**src/rtl/array_index_reader_pipe.sv**
```systemverilog
// array_index_reader_pipe: two-stage valid/ready array element read with clamped out-of-bounds indices
module array_index_reader_pipe #(
  parameter int ELEM_W    = 33,
  parameter int NUM_ELEMS = 4,
  parameter int IDX_W     = 32,
  parameter int CNT_W     = 16
) (
  input  logic                        clk,
  input  logic                        rst,
  input  logic                        in_valid,
  output logic                        in_ready,
  input  logic [NUM_ELEMS*ELEM_W-1:0] x,
  input  logic [IDX_W-1:0]            idx,
  output logic                        out_valid,
  input  logic                        out_ready,
  output logic [ELEM_W-1:0]           out,
  output logic                        out_oob,
  output logic [CNT_W-1:0]            oob_count
);
  localparam int SW = $clog2(NUM_ELEMS);
  logic                        p0_valid_q, p0_valid_d;
  logic [NUM_ELEMS*ELEM_W-1:0] p0_x_q, p0_x_d;
  logic [IDX_W-1:0]            p0_idx_q, p0_idx_d;
  logic                        p1_valid_q, p1_valid_d;
  logic [ELEM_W-1:0]           out_q, out_d;
  logic                        oob_q, oob_d;
  logic [CNT_W-1:0]            cnt_q, cnt_d;
  logic                        p0_adv, p1_adv, oob, p0_ld, p1_ld;
  logic [SW-1:0]               sel;
  logic [ELEM_W-1:0]           elems [NUM_ELEMS];
  genvar i;
  for (i = 0; i < NUM_ELEMS; i++) begin : g_el
    assign elems[i] = p0_x_q[i*ELEM_W +: ELEM_W];
  end
  always_comb begin
    p1_adv     = !p1_valid_q || out_ready;
    p0_adv     = !p0_valid_q || p1_adv;
    p0_ld      = in_valid && p0_adv;
    p1_ld      = p1_adv && p0_valid_q;
    // compare at full index width so high bits are never truncated away
    oob        = p0_idx_q >= IDX_W'(NUM_ELEMS);
    sel        = oob ? SW'(NUM_ELEMS - 1) : p0_idx_q[SW-1:0];
    p0_valid_d = p0_adv ? in_valid : p0_valid_q;
    p0_x_d     = p0_ld ? x : p0_x_q;
    p0_idx_d   = p0_ld ? idx : p0_idx_q;
    p1_valid_d = p1_adv ? p0_valid_q : p1_valid_q;
    out_d      = p1_ld ? elems[sel] : out_q;
    oob_d      = p1_ld ? oob : oob_q;
    cnt_d      = (p1_valid_q && out_ready && oob_q && cnt_q != '1) ? cnt_q + CNT_W'(1) : cnt_q;
  end
  always_ff @(posedge clk) begin
    if (rst) begin
      p0_valid_q <= 1'b0;
      p0_x_q     <= '0;
      p0_idx_q   <= '0;
      p1_valid_q <= 1'b0;
      out_q      <= '0;
      oob_q      <= 1'b0;
      cnt_q      <= '0;
    end else begin
      p0_valid_q <= p0_valid_d;
      p0_x_q     <= p0_x_d;
      p0_idx_q   <= p0_idx_d;
      p1_valid_q <= p1_valid_d;
      out_q      <= out_d;
      oob_q      <= oob_d;
      cnt_q      <= cnt_d;
    end
  end
  assign in_ready  = p0_adv;
  assign out_valid = p1_valid_q;
  assign out       = out_q;
  assign out_oob   = oob_q;
  assign oob_count = cnt_q;
endmodule

```
**config.mk**
```make
export PLATFORM = sky130hd
export DESIGN_NAME = array_index_reader_pipe
export DESIGN_NICKNAME = d
export VERILOG_FILES = /design/src/rtl/array_index_reader_pipe.sv
export SDC_FILE = /design/constraint.sdc
export NUM_CORES = 1
export LEC_CHECK = 0
export ABC_AREA = 1
export CORE_UTILIZATION = 52
export CTS_BUF_LIST = sky130_fd_sc_hd__clkbuf_4
export CTS_CLUSTER_DIAMETER = 200
export DETAILED_ROUTE_END_ITERATION = 12
export MAX_ROUTING_LAYER = met4
export PLACE_DENSITY_LB_ADDON = 0.12
export SYNTH_ARGS = -nofsm -noshare
export SYNTH_HDL_FRONTEND = slang
export SYNTH_SLANG_ARGS = --single-unit
export TNS_END_PERCENT = 10
```
**constraint.sdc**
```tcl
create_clock -name clk -period 1.8 [get_ports clk]
set_input_delay 0.36 -clock clk [delete_from_list [all_inputs] [get_ports clk]]
set_output_delay 0.36 -clock clk [all_outputs]
set_load 0.05 [all_outputs]
```
==> summary.txt <==
Route
  – Drt pass-1 iters: 7
  – DR vias: a little over 9000
  – Wirelength per Cell: around 14 um
  – Routed Antenna Nets: 0
  – Initial DRC Count: between 700 and 800
  – Vias per cell: approximately 5.0
  – Drt total wl: ~26000 um
  – Drt drc: 0

Critical path
  – Arr. time, crit path: 2.34 ns
  – Worst r2r src: p0_idx_q[22]
  – Crit-path cells: nor2_1 -> nand2_1 -> nor2_2 -> nand2_2 -> nor2_4 -> buf_12 -> buf_16 -> a21oi_2 -> nor2_1 -> nor2_1 -> nor2_1
  – Crit path max fanout: 24
  – Crit path launch type: flip-flop
  – Crit path max-delay cell type: dfxtp_1
  – Reg-to-reg endpoint: out[11]
  – CP required: 2.39 ns
  – WS Path Type: reg -> reg
  – Critical Path Max Stage Delay: slightly above 0.3 ns
  – Most frequent CP cell: nor2_1
  – Worst Setup SP: p0_idx_q[22]
  – R2R depth: 11
  – R2R setup slack: around 0.047 ns
  – CP Capture Type: flip-flop

Timing
  – Fin Setup TNS: 0 ns
  – Worst Max-Slew Pin Slew: ~0.40 ns
  – RSZ-0062 raised after global routing: yes
  – Final Max Slew Viols: 0
  – Hold Vio Cnt, Final: 0
  – Fin crit period: approximately 1.8 ns
  – Max Fclk: 570 MHz
  – Max transition margin: roughly three quarters
  – Clock skew: 0.0332 ns
  – Setup violators final: 0
  – Final setup margin: ~0.047 ns
  – Fin crit share: a little over nine tenths

Floorplanning
  – Core Region: 0.0174 sq mm
  – Die extent in x: ~140 um
  – Num rows: 48
  – I/O pins: 220
  – Die area: around 0.019 sq mm
  – Die Span Y: about 140 um
  – Initial Util: a little over half

Run
  – Max_cap viols: 0

CTS
  – Total CTS buffers: 56
  – CTS tree: yes
  – Clock Sink Count: between 200 and 250
  – Clk_lat worst skew: roughly 0.66 ns
  – H-tree levels: 2
  – CTS Buffer Depth: 3
  – Clk slew on worst S/H paths: 0.07 ns
  – Clk root buf: clkbuf_4

Global routing
  – Global Route Usage Sum: approximately 28%
  – Remaining global-route overflow: 0
  – Vias in the first global route: 8490
  – Global-route wire length before repair: 40500 um
  – Largest net degree at the start of global routing: 74
  – Antenna violations before repair: 2

Synthesis
  – Leading area contributor after synthesis: dfxtp_1
  – Area of the mapped netlist: between 0.009 and 0.01 sq mm
  – Ys Warns: 0
  – Synth Flop Type: dfxtp_1
  – Flops & latches, synth: roughly 220
  – Avg Inst Size Synth: 6.90 sq um
  – Synth Instances: about 1400
  – Sequential area share after synthesis: 46.2%
  – EDFF count, synth: 0
  – Net Count, Synth: around 1500
  – Area share of the largest cell type after synthesis: a little under half
  – Top area cells in the synthesized netlist: dfxtp_1, nor2_1, o21ai_0
  – Yosys cell types: 29
  – Async S/R FF share, synth: 0%

Finish
  – Filler cells: between 1000 and 1500
  – Final instance area: between 0.01 and 0.015 sq mm
  – Share of layout cells above drive strength 1: 14.2%
  – Layout Nets: 1756
  – Area grow syn2layout: 35.3%

Place
  – DP Area: around 0.012 sq mm
  – Routability cong.: 0.859
  – Place WS: -0.0920 ns
  – Port Buf Inserts: roughly 220
  – DP HPWL: approximately 17000 um

Power and ir drop
  – Leak: 5.59 nW
  – PnR Total Power: roughly 0.011 W
  – Worst vdd rail ir drop: around 0.47 mV
  – PwrDens: ~900 mW/mm^2

Min path
  – Worst min path class: in -> reg
  – Hold_sp: x[94]
  – Worst hold stages: 3
  – WHS Endpoint: p0_x_q[94]

Outcome
  – Outcome: complete, no violations
==> cell families after synthesis <==
group,count (synthesis),share of synthesized area (%)
xor gates and xnor gates,5,0.468
buffers and inverters,201,9.09
AOI/OAI and AO/OA,339,19.3
adders and majority gates,1,0.134
DFF,216,46.2
and+or+nand+nor,595,24.8
==> cells in the mapped netlist (4+ instances only) <==
master,n
a21oi_1,102
xor2_1,4
nor3_1,4
nor2_1,365
dfxtp_1,216
inv_1,103
a21oi_2,29
buf_2,20
clkbuf_1,65
o21ai_0,204
nand3_1,43
nand2_1,175
==> timing repair <==
action | CTS | global route
hold endpoints to repair | 0 | 0
resized for setup | 4 | 10
pin swaps | 0 | 6
buffers inserted | 1 | 3
hold buffers | 0 | 0
setup endpoints to repair | 3 | 40
gates cloned | 0 | 2
==> layer usage <==
metal	up-vias	share of wire (%)	wire, um	GRT usage [%]
met5	-	0	0	-
met4	0	2.1	545	9.38
li1	4805	-	-	-
met1	4173	46	11800	37.0
met2	304	45	11600	41.7
met3	42	7.5	1950	6.71
==> worst max path at each step <==
stage | to | slack, ns
after floorplan | oob_count[3] | -0.14
after global placement | p0_x_q[3] | -0.07
after detailed placement | p0_x_q[107] | -0.09
after CTS | out[0] | -0.003
after global routing | out[16] | -0.05
final | out[11] | 0.05
==> metrics by stage <==
step | hold WS [ns] | cells | utilization, %
global route | 0.293 | 1853 | 72.7
floorplan | 0.424 | 1357 | -
detailed placement | 0.436 | 1749 | 67.9
finish | 0.321 | 1853 | 72.7
global placement | 0.433 | 1749 | 67.9
CTS | 0.281 | 1845 | 72.0
==> cells in the final DEF (no fill, tap or decap), types with 2 or more instances in the layout <==
cell,n
nor2_2,4
buf_12,18
o21ai_0,204
dfxtp_2,2
dfxtp_1,213
nand4_1,2
diode_2,3
buf_4,77
xor2_1,4
nand2_1,174
nor2_1,361
a21oi_2,29
nor3_1,3
a31oi_1,2
clkbuf_4,80
inv_2,4
clkdlybuf4s50_1,167
nand2_2,3
inv_1,102
clkinv_1,15
nand3_1,42
a21oi_1,101
clkbuf_16,2
nand3_4,2
==> worst max-delay path: cells and delay by family (launching register included) <==
| family | cells | cell delay, ns |
|---|---|---|
| buffers and inverters | 2 | 0.30 |
| DFF | 1 | 0.31 |
| AOI/OAI and AO/OA | 1 | 0.06 |
| and+or+nand+nor | 8 | 1.01 |
==> final cells by class <==
type                    count  area [sq um]  area share [%]
flip-flops and latches    216          4330            34.2
repair buffers            266          2700            21.3
clock buffers              80           601            4.74
multi-input cells         940          4260            33.6
well taps                 225           282            2.22
clock inverters            16          86.3           0.682
inverters                 107           404            3.19
diodes                      3          7.51          0.0593
==> where the power goes <==
group	internal (W)	total, W	switching [W]
logic	0.000770	0.00172	0.000945
registers	0.00511	0.00527	0.000156
clock network	0.00216	0.00411	0.00194
==> flip-flops by register name, summed over array words and instances, names as in the netlist <==
| signal | flops |
|---|---|
| p0_idx_q | 32 |
| out | 33 |
| out_valid | 1 |
| p0_valid_q | 1 |
| out_oob | 1 |
| p0_x_q | 132 |
| oob_count | 16 |
No activity file was read; power rests on OpenSTA's default activity.
